--- src/rtl/fifo_pkg.sv ---
// Shared definitions for the BRAM-backed FIFO family: buffer occupancy states,
// skid depth and a level-width helper.
package fifo_pkg;

    localparam int BUF_DEPTH = 2;

    typedef enum logic [1:0] {
        EMPTY = 2'd0,
        ONE   = 2'd1,
        TWO   = 2'd2
    } buf_state_t;

    // Bits needed to count 0..depth inclusive.
    function automatic int level_width(input int depth);
        return $clog2(depth + 1);
    endfunction

    localparam int LEVEL_W = level_width(BUF_DEPTH);

endpackage

--- src/rtl/fifo_skid_buf.sv ---
// Two-entry register buffer with head/tail pointers and a count FSM; presents
// its head word on a registered data output that holds while empty.
module fifo_skid_buf
    import fifo_pkg::*;
#(
    parameter int DWIDTH = 16
) (
    input  logic               clk,
    input  logic               rstn,
    input  logic               push,
    input  logic [DWIDTH-1:0]  push_data,
    input  logic               pop,
    output logic               valid,
    output logic [DWIDTH-1:0]  data,
    output logic [LEVEL_W-1:0] level
);

    buf_state_t        state, state_next;
    logic              head, tail, head_next;
    logic [DWIDTH-1:0] slot      [BUF_DEPTH];
    logic [DWIDTH-1:0] slot_next [BUF_DEPTH];
    logic [DWIDTH-1:0] data_q;

    always_ff @(posedge clk) begin
        if (!rstn) begin
            state <= EMPTY;
        end else begin
            state <= state_next;
        end
    end

    // NOTE: every combinational output gets a default first, so no path leaves it unassigned (no latch).
    always_comb begin
        state_next = state;
        unique case (state)
            EMPTY:   if (push) state_next = ONE;
            ONE: begin
                if (push && !pop)      state_next = TWO;
                else if (!push && pop) state_next = EMPTY;
            end
            TWO:     if (pop && !push) state_next = ONE;
            default: state_next = EMPTY;
        endcase
    end

    // NOTE: blocking assignments here so the indexed write is visible to the read below; registers use <=.
    always_comb begin
        slot_next = slot;
        if (push) slot_next[tail] = push_data;
        head_next = head ^ pop;
    end

    always_ff @(posedge clk) begin
        if (!rstn) begin
            head   <= 1'b0;
            tail   <= 1'b0;
            data_q <= '0;
        end else begin
            head <= head_next;
            tail <= tail ^ push;
            // Track the next head word; hold the last delivered value once empty.
            if (state_next != EMPTY) data_q <= slot_next[head_next];
        end
    end

    // NOTE: slot storage is deliberately not reset; its contents are only observed after a push.
    always_ff @(posedge clk) begin
        slot <= slot_next;
    end

    assign valid = (state != EMPTY);
    assign data  = data_q;
    assign level = LEVEL_W'(state);

    // The credit logic upstream never issues a read whose return finds no room.
    a_no_overflow: assert property (@(posedge clk) disable iff (!rstn)
        !(state == TWO && push && !pop));

endmodule

--- src/rtl/fifo_stream_reader.sv ---
// Read-side engine for the BRAM FIFO: issues reads against buffer credit and
// hides the one-cycle read latency behind a two-entry skid buffer.
module fifo_stream_reader
    import fifo_pkg::*;
#(
    parameter int DWIDTH = 16
) (
    input  logic              clk,
    input  logic              rstn,
    input  logic              fifo_empty,
    output logic              fifo_rd_en,
    input  logic [DWIDTH-1:0] fifo_dout,
    output logic              m_valid,
    input  logic              m_ready,
    output logic [DWIDTH-1:0] m_data,
    output logic [1:0]        buf_level
);

    logic       inflight;
    logic       pop;
    logic [2:0] occ;
    logic [2:0] occ_after_pop;

    assign pop           = m_valid & m_ready;
    assign occ           = {1'b0, buf_level} + {2'b0, inflight};
    assign occ_after_pop = occ - {2'b0, pop};
    // A read is only issued when its return is guaranteed a free slot.
    assign fifo_rd_en    = rstn & ~fifo_empty & (occ_after_pop < 3'(BUF_DEPTH));

    always_ff @(posedge clk) begin
        if (!rstn) begin
            inflight <= 1'b0;
        end else begin
            inflight <= fifo_rd_en;
        end
    end

    fifo_skid_buf #(
        .DWIDTH (DWIDTH)
    ) u_skid (
        .clk       (clk),
        .rstn      (rstn),
        .push      (inflight),
        .push_data (fifo_dout),
        .pop       (pop),
        .valid     (m_valid),
        .data      (m_data),
        .level     (buf_level)
    );

endmodule
--- config.mk ---
export PLATFORM = sky130hd
export DESIGN_NAME = fifo_stream_reader
export DESIGN_NICKNAME = d
export VERILOG_FILES = /design/src/rtl/fifo_pkg.sv /design/src/rtl/fifo_skid_buf.sv /design/src/rtl/fifo_stream_reader.sv
export SDC_FILE = /design/constraint.sdc
export NUM_CORES = 1
export LEC_CHECK = 0
export CAP_MARGIN = 20
export CORE_MARGIN = 2
export CORE_UTILIZATION = 55
export CTS_BUF_LIST = sky130_fd_sc_hd__clkbuf_8
export DETAILED_ROUTE_END_ITERATION = 8
export PLACE_DENSITY_LB_ADDON = 0.08
export SLEW_MARGIN = 20
export SYNTH_ARGS = -nofsm -noshare
export SYNTH_HDL_FRONTEND = slang
export SYNTH_SLANG_ARGS = --single-unit
export TNS_END_PERCENT = 5
--- constraint.sdc ---
create_clock -name clk -period 4.5 [get_ports clk]
set_clock_uncertainty 0.15 [all_clocks]
set_input_delay 0.675 -clock clk [delete_from_list [all_inputs] [get_ports clk]]
set_output_delay 0.675 -clock clk [all_outputs]
set_load 0.02 [all_outputs]
Word level (Yosys, flattened, before mapping)
Index checks and enable logic that the tools add are counted.
- input port bits: 20
- logic and storage cells: 43
- output and inout bits: 20
- register bits: 53
- bitwise gates (word level): 8
- add/subtract/negate cells: 2
- $lt $le $gt $ge: 4
- muxes and demuxes: 12
- equality and inequality tests: 2
- reductions and logical operators: 8
- operator list (cell ; number):
    two-way mux 16 bit ; 4
    bitwise mux 32 bit ; 1
    two-way mux 32 bit ; 1
    demux 16 bit (select 1 bit) ; 1
    two-way mux 2 bit ; 4
    case mux 2 bit (3 select lines) ; 1
    >= comparator 2 bit, second input constant ; 2
    NOT 1 -> 2 bit ; 2
    nonzero test 2 bit ; 2
    adder 2 x 1 -> 3 bit ; 1
    AND 1 bit ; 3
    logical AND 1 bit ; 3
    less-than comparator 3 x 2 -> 1 bit, second input constant ; 1
    subtractor 3 x 1 -> 3 bit ; 1
    equality test 2 x 1 -> 1 bit, second input constant ; 1
    equality test 2 bit, second input constant ; 1
    zero test 1 bit ; 2
    zero test 2 bit ; 1
    less-than comparator 2 x 1 -> 1 bit, second input constant ; 1
    XOR 1 bit ; 2
    NOT 1 bit ; 1

Longest topological paths before layout
Gate-level depths: netlist of the first run.
- word-level depth: 10
- gate-level depth with buffers: 7
- gate-level depth less buffers: 6

Cells and area by module
From an unflattened synthesis of the first run, not the netlist that was laid out.
- cell total of the unflattened synthesis: 173
- area, all modules: 2110.8 sq um
- modules (own cells, without submodules) (module ; seq. area each (sq um) ; area each (sq um) ; times used ; cells an instance):
    fifo_skid_buf ; 1041.0 ; 2019.4 ; 1 ; 163
    fifo_stream_reader ; 20.0 ; 91.3 ; 1 ; 10

Worst setup path after synthesis of the first run
OpenSTA, ideal clock, no wires.
- path kind: reg-to-output
- start point: register u_skid.state[1] (netlist: u_skid.level[1])
- end point: output fifo_rd_en
- stages on the path, launching flop included: 8
- path slack: 1.602 ns
- data arrival time: 2.073 ns
- buffers on the path: 1
- data required time: 3.675 ns
- cell sequence: dfxtp_1 > buf_6 > nand2b_1 > nor2_1 > o21ai_0 > fa_1 > xor2_1 > nor3_1
- word-level cells in the longest chain between the ends: 5
- elaborated cells on any way between the ends: 6
- classes of those cells: 2 x add/sub; 1 x order compare; 2 x bitwise; 1 x reduce/logical
- ends and longest elaborated chain (item ; line ; RTL):
    from (decl) ; fifo_skid_buf.sv:18 ; buf_state_t state, state_next;
    from (signal assigned) ; fifo_skid_buf.sv:28 ; state <= state_next;
    branches (longest 2 deep; another with adder 2 x 1 -> 3 bit) ; -- ;
    subtractor 3 x 1 -> 3 bit * ; fifo_stream_reader.sv:26 ; assign occ_after_pop = occ - {2'b0, pop};
    less-than comparator 3 x 2 -> 1 bit * ; fifo_stream_reader.sv:28 ; assign fifo_rd_en = rstn & ~fifo_empty & (occ_after_pop < 3'(BUF_DEPTH));
    AND 1 bit * ; fifo_stream_reader.sv:28 ;
    to (decl) ; fifo_stream_reader.sv:11 ; output logic fifo_rd_en,
Every way passes the cells marked *.

Worst setup path in the final report of the first run
- start point: input m_ready
- end point: output fifo_rd_en
- word-level cells in the longest chain between the ends: 4
- ends and longest elaborated chain (item ; line ; RTL):
    from (decl) ; fifo_stream_reader.sv:14 ; input logic m_ready,
    AND 1 bit ; fifo_stream_reader.sv:24 ; assign pop = m_valid & m_ready;
    subtractor 3 x 1 -> 3 bit ; fifo_stream_reader.sv:26 ;
    less-than comparator 3 x 2 -> 1 bit ; fifo_stream_reader.sv:28 ;
    AND 1 bit ; fifo_stream_reader.sv:28 ;
No other way between the ends.

==> summary.md, run 1 <==
| Metric | Value |
|---|---|
| Number of flops mapped to enable cells by yosys | `0` |
| Hold slack | `327 ps` |
| Routed wire length per instance | `about 15 um` |
| Die Width | `around 67 um` |
| Reg clk slew, reported paths | `80 ps` |
| Peak Freq | `0.255 GHz` |
| Worst-path cell chain | `clkdlybuf4s50_1 > inv_1 > nor2_1 > o21ai_0 > fa_1 > xor2_1 > nor3_1 > clkdlybuf4s50_1` |
| Setup Fix Bufs, Post-CTS | `0` |
| GRT Residual Overflow | `0` |
| Fillers | `281` |
| Min-Delay Path Class | `flop to flop` |
| Synth Area in Compound Gates | `between 3 and 4%` |
| Slew HR | `39.5%` |
| Slew @ Worst Pin | `907 ps` |
| Synth unique cells | `29` |
| Max stage delay on crit path | `about 630 ps` |
| Mapped Nets | `about 210` |
| GPL Wtd Cong | `about 0.81` |
| Number of buffers created by CTS | `5` |
| DRT antenna net count | `0` |
| Number of diodes | `0` |
| R2R Setup Slk | `2320 ps` |
| CP startpoint kind | `input port` |
| Maxcap violations | `0` |
| Core footprint | `3720 um^2` |
| Clock Latency Late Sink | `between 200 and 300 ps` |
| Top_reg_cell synth | `dfxtp_1` |
| Max-slew violations | `0` |
| Residual DRC | `0` |
| R2R depth | `4` |
| Top cells by area, synth | `dfxtp_1, mux2_2, nor3_1, nor4b_2, nor2_1` |
| Cell Pwr Density | `between 400 and 500 nW/um^2` |
| Final setup viols | `0` |
| Cells after synthesis | `192` |
| Hold_buf cts | `0` |
| FFs w/ async S/R, synth | `0%` |
| Leak Pwr | `just under 1 nW` |
| Synth Warn # | `0` |
| Critical path capture point type | `primary output` |
| DP Area | `between 2000 and 3000 um^2` |
| CTS tree | `yes` |
| TritonRoute pass-1 iters | `4` |
| Post-DP HPWL | `2880 um` |
| Critical Path RT | `3670 ps` |
| Slowest cell on crit path | `clkdlybuf4s50_1` |
| Commonest cells in the netlist | `dfxtp_1, nor3_1, mux2_2` |
| Layout area overhead | `21.2%` |
| First-pass GRT wire length | `7070 um` |
| Routed wire length | `4200 um` |
| Fin nets | `247` |
| Vias in the first global route | `~1600` |
| Cell area after synthesis | `2170 um^2` |
| Multiplexer area fraction after synthesis | `about 17%` |
| Worst hold path depth | `1` |
| Tot GR Track Use | `between 20 and 25%` |
| Share of cells above drive strength 1 | `24.8%` |
| VDD IR max | `about 250 uV` |
| Worst reg2reg endpoint | `u_skid.data[4]$_SDFFE_PN0P_` |
| Via count | `1504` |
| Top-area cell type share of the netlist area | `48.9%` |
| Setup CP Type | `input port to primary output` |
| Hold Path End | `u_skid.slot[9]$_DFF_P_` |
| Htree depth | `2` |
| Rows | `22` |
| Yosys reg bits | `53` |
| Unrepaired setup endpoints after global routing | `no` |
| Post-CTS resize count | `0` |
| Critical path peak fanout | `5` |
| Worst path buffer plus inverter count | `3` |
| Post-Synth Simple-Gate Area | `23.5%` |
| Tcrit/Tclk final | `87.3%` |
| Outcome | `complete, no violations` |
| Die Area | `4470 um^2` |
| Crit path DAT | `roughly 3100 ps` |
| Final instance area | `2630 um^2` |
| XOR/XNOR Fraction of Synth Area | `2.82%` |
| Largest net degree at the start of global routing | `33` |
| Main combinational cell family by area after synthesis | `simple AND/OR/NAND/NOR gates` |
| Synth area leader | `dfxtp_1` |
| Most frequent CP cell | `clkdlybuf4s50_1` |
| Most frequent cell after synthesis | `dfxtp_1` |
| Chip height | `66.8 um` |
| Min cycle time layout | `3930 ps` |
| Critical path's top delay family | `buffers and inverters` |
| Root buffer selected by CTS | `clkbuf_8` |
| 1st-iter DRT viols | `48` |
| Vias/cell | `5.49` |
| Clk sinks | `between 50 and 60` |
| IO Port Bufs | `39` |
| Clk buf depth | `2` |
| Worst reg2reg path startpoint | `u_skid.level[1]$_SDFF_PN0_` |
| Initial antenna violation count | `0` |
| Endpoints failing hold | `0` |
| Core Util, Final | `between 70% and 80%` |
| TNS Setup | `0 ps` |
| Worst hold start | `u_skid.slot[9]$_DFF_P_` |
| # IOs | `40` |
| Starting Density | `58.4%` |
| Synth Area in Adders | `0.922%` |
| Syn avg cell area | `11.3 um^2` |
| Register area share after synthesis | `approximately half` |
## layout make-up
| type | count | area, um^2 | share of cell area (%) |
|---|---|---|---|
| inverters | 1 | 3.75 | 0.143 |
| clock buffers | 6 | 82.6 | 3.14 |
| multi-input cells | 125 | 1020 | 38.8 |
| flip-flops and latches | 53 | 1060 | 40.3 |
| repair buffers | 40 | 398 | 15.1 |
| well taps | 48 | 60.1 | 2.28 |
| clock inverters | 1 | 3.75 | 0.143 |
## worst max-delay path by stage
stage / slack (ps) / startpoint / end / depth (start not counted)
after floorplan: 1600 / u_skid.level[1]$_SDFF_PN0_ / fifo_rd_en / 7
after global placement: 670 / m_ready / fifo_rd_en / 8
after detailed placement: 590 / m_ready / fifo_rd_en / 8
after CTS: 560 / m_ready / fifo_rd_en / 8
after global routing: 440 / m_ready / fifo_rd_en / 8
final: 570 / m_ready / fifo_rd_en / 8
## stage by stage
| stage | setup WS (ps) | std cells | power (mW) |
|---|---|---|---|
| floorplan | 1600 | 192 | 0.798 |
| global placement | 666 | 267 | 0.868 |
| detailed placement | 586 | 267 | 0.889 |
| CTS | 565 | 274 | 1.14 |
| global route | 441 | 274 | 1.19 |
| finish | 572 | 274 | 1.13 |
## layer usage
metal	routed length [um]	track usage, %	vias to the layer above
li1	-	-	749
met1	1780	23.1	717
met2	2210	41.0	36
met3	188	5.57	2
met4	29	5.36	0
met5	0	0	-
## worst reg2reg max path: stages, from the launching register on
cell and delay, ps:
dfxtp_1 610, o21ai_4 150, xnor2_2 700, nor3_1 150, nor4b_2 320
## layout by cell type, fill, tap and decap left out, types with 2 or more instances in the layout
cell / n
and2_1: 2
clkbuf_8: 6
clkdlybuf4s50_1: 39
dfxtp_1: 53
inv_1: 2
mux2_2: 32
nand2b_1: 4
nor2_1: 19
nor2b_1: 2
nor3_1: 34
nor4b_1: 6
nor4b_2: 10
o21ai_0: 2
## cell families after synthesis
family	Yosys count
buffers and inverters	14
and+or+nand+nor	80
xor gates and xnor gates	4
muxes	32
AOI/OAI and AO/OA	8
adders and majority gates	1
DFF	53
## registers in the layout, indices dropped and copies added, names as in the netlist
| signal | count |
|---|---|
| inflight | 1 |
| u_skid.head | 1 |
| u_skid.slot | 32 |
| u_skid.data | 16 |
| u_skid.tail | 1 |
| u_skid.level | 2 |
## power by group
group | total (mW) | leakage (nW) | switching (mW) | internal [mW]
Sequential | 0.602 | 0.443 | 0.0309 | 0.571
Clock | 0.259 | 0.0485 | 0.139 | 0.120
Combinational | 0.273 | 0.471 | 0.131 | 0.142
Total | 1.13 | 0.963 | 0.301 | 0.833
Note: power is estimated with default switching activity, not from simulation.
==> inputs of run 2 (changes only) <==
Settings changed: PLACE_DENSITY set to 0.88, PLACE_DENSITY_LB_ADDON 0.08 to unset.
==> run 2 against run 1 <==
Sequential share of layout area decreased by 0.51 points. Die area is the same. Core utilization grew 0.91 points. Sequential cell count did not move. First-iteration DRC count grew 31%. Fmax up 1.6%.
==> summary.md, run 2 (synthesis results as in run 1) <==
| Metric | Value |
|---|---|
| Outcome | `complete, no violations` |
| Chip height | `66.8 um (unchanged)` |
| Logic pwr share | `22.9% (-1.2 points)` |
| Maxcap violations | `0 (unchanged)` |
| Share of cells above drive strength 1 | `25.6% (+0.77 points)` |
| Die Width | `66.8 um (unchanged)` |
| Htree depth | `2 (unchanged)` |
| Starting Density | `58.4% (unchanged)` |
| Layout area overhead | `22.8%` |
| Unrepaired setup endpoints after global routing | `no` |
| Tot GR Track Use | `22.4% (+0.97 points)` |
| Int Pwr | `0.894 mW (+7.3%)` |
| Cell Pwr Density | `457 nW/um^2 (+5.9%)` |
| Residual DRC | `0 (unchanged)` |
| IO Port Bufs | `39 (unchanged)` |
| Clock Latency Late Sink | `310 ps (+20 ps)` |
| Most frequent CP cell | `clkdlybuf4s50_1` |
| Number of diodes | `0 (unchanged)` |
| Critical path peak fanout | `5 (unchanged)` |
| Max FFs per register | `32 (unchanged)` |
| Final setup viols | `0 (unchanged)` |
| Peak Freq | `0.259 GHz (+1.6%)` |
| Crit path from | `m_ready` |
| Largest net degree at the start of global routing | `33 (unchanged)` |
| VDD IR max | `264 uV (+5.2%)` |
| GPL Wtd Cong | `0.670 (-17%)` |
| TNS Setup | `0 ps (unchanged)` |
| Setup Fix Bufs, Post-CTS | `0 (unchanged)` |
| CP startpoint kind | `input port` |
| Most common cell after layout, fill and taps aside | `dfxtp_1` |
| Die Area | `4470 um^2 (unchanged)` |
| Max-slew violations | `0 (unchanged)` |
| Clk sinks | `53 (unchanged)` |
| Switching part of the total | `26.5% (about the same)` |
| Core Util, Final | `71.7% (+0.91 points)` |
| Core footprint | `3720 um^2 (unchanged)` |
| Routed wire length | `4410 um (+4.8%)` |
| GRT Residual Overflow | `0 (unchanged)` |
| 1st-iter DRT viols | `63 (+31%)` |
| DRT antenna net count | `0 (unchanged)` |
| Switching Power | `0.323 mW (+7.2%)` |
| # IOs | `40 (unchanged)` |
| Worst hold start | `u_skid.slot[4]$_DFF_P_` |
| DP Area | `2540 um^2 (unchanged)` |
| Worst reg2reg path startpoint | `u_skid.level[1]$_SDFF_PN0_` |
| Critical path capture point type | `primary output` |
| Slew HR | `40.1% (+0.54 points)` |
| Vias in the first global route | `1533 (-3.9%)` |
| Crit path DAT | `3040 ps (-60 ps)` |
| Max stage delay on crit path | `630 ps (about the same)` |
| Fillers | `286 (+1.8%)` |
| Most frequent cells in the layout | `dfxtp_1, clkdlybuf4s50_1, nor3_1` |
| Routed wire length per instance | `16.0 um (+4.4%)` |
| Worst-path cell chain | `clkdlybuf4s50_1 > inv_1 > nor2_1 > o21ai_0 > fa_1 > xor2_1 > nor3_1 > clkdlybuf4s50_1` |
| Endpoints failing hold | `0 (unchanged)` |
| Fin nets | `247 (unchanged)` |
| Largest Register | `u_skid.slot` |
| Reg clk slew, reported paths | `90 ps (about the same)` |
| Sequential fraction of design power | `49.6% (-3.5 points)` |
| Min cycle time layout | `3870 ps (-60.1 ps)` |
| Min-Delay Path Class | `flop to flop` |
| First-pass GRT wire length | `7160 um (+1.2%)` |
| Slowest cell on crit path | `clkdlybuf4s50_1` |
| Setup CP Type | `input port to primary output` |
| Slew @ Worst Pin | `895 ps (-12.5 ps)` |
| Rows | `22 (unchanged)` |
| Post-CTS resize count | `0 (unchanged)` |
| Leak Pwr | `0.972 nW (+0.93%)` |
| Via count | `1550 (+3.1%)` |
| Hold_buf cts | `0 (unchanged)` |
| Number of buffers created by CTS | `5 (unchanged)` |
| Final instance area | `2670 um^2 (+1.3%)` |
| TritonRoute pass-1 iters | `4 (unchanged)` |
| Clock power frac | `27.5% (+4.7 points)` |
| Initial antenna violation count | `0 (unchanged)` |
| CTS tree | `yes` |
| Vias/cell | `5.64 (+2.7%)` |
| Post-DP HPWL | `2720 um (-5.6%)` |
| Critical Path RT | `3670 ps (about the same)` |
| Root buffer selected by CTS | `clkbuf_8` |
| Tcrit/Tclk final | `85.9% (-1.3 points)` |
| Clk buf depth | `2 (unchanged)` |
[run 2: cell count changes in the layout (fill, tap and decap cells not counted)]
| cell | previous run | this run |
|---|---|---|
| bufinv_16 | 0 | 1 |
| clkinvlp_4 | 0 | 1 |
| inv_1 | 2 | 1 |
[run 2: final cells by class]
| class | count | area [um^2] | area share [%] |
|---|---|---|---|
| Sequential cell | 53 | 1060 | 39.8 |
| Multi-Input combinational cell | 125 | 1020 | 38.4 |
| Timing Repair Buffer | 40 | 398 | 14.9 |
| Clock buffer | 6 | 82.6 | 3.10 |
| Tap cell | 48 | 60.1 | 2.25 |
| Clock inverter | 2 | 37.5 | 1.41 |
| Inverter | 1 | 3.75 | 0.141 |
[run 2: path summary, 6_finish.rpt]
| path | to | slack, ps | depth (start not counted) |
|---|---|---|---|
| max | fifo_rd_en | 630 | 8 |
| min | u_skid.slot[4]$_DFF_P_ | 330 | 1 |
| max reg2reg | u_skid.data[9]$_SDFFE_PN0P_ | 2170 | 4 |
| min reg2reg | u_skid.slot[4]$_DFF_P_ | 330 | 1 |
[run 2: metrics by stage]
stage / setup slack (ps) / std cells / power, mW / hold slack [ps]
floorplan: 1600 / 192 / 0.798 / 301
global placement: 680 / 267 / 0.872 / 305
detailed placement: 637 / 267 / 0.887 / 311
CTS: 617 / 275 / 1.22 / 331
global route: 491 / 275 / 1.28 / 346
finish: 633 / 275 / 1.22 / 330
[run 2: metal layers]
metal	track usage (%)	share of wire, %	up-vias
met2	39.4	50	47
met1	24.9	43	746
met4	13.3	1.7	0
met5	0	0	-
met3	4.22	5.6	9
li1	-	-	748
[run 2: power by group through the flow]
stage	sequential (mW)	clock (mW)	combinational (mW)
final	0.604	0.335	0.278
after global routing	0.613	0.364	0.300
after CTS	0.604	0.337	0.277
after detailed placement	0.615	0	0.273
after global placement	0.608	0	0.264
after floorplan	0.625	0	0.173
[run 2: critical path, delay by kind of cell]
| family | cells | cell delay (ps) |
|---|---|---|
| buffers and inverters | 3 | 1290 |
| xor gates and xnor gates | 1 | 160 |
| and+or+nand+nor | 2 | 370 |
| adders and majority gates | 1 | 400 |
| AOI/OAI and AO/OA | 1 | 140 |
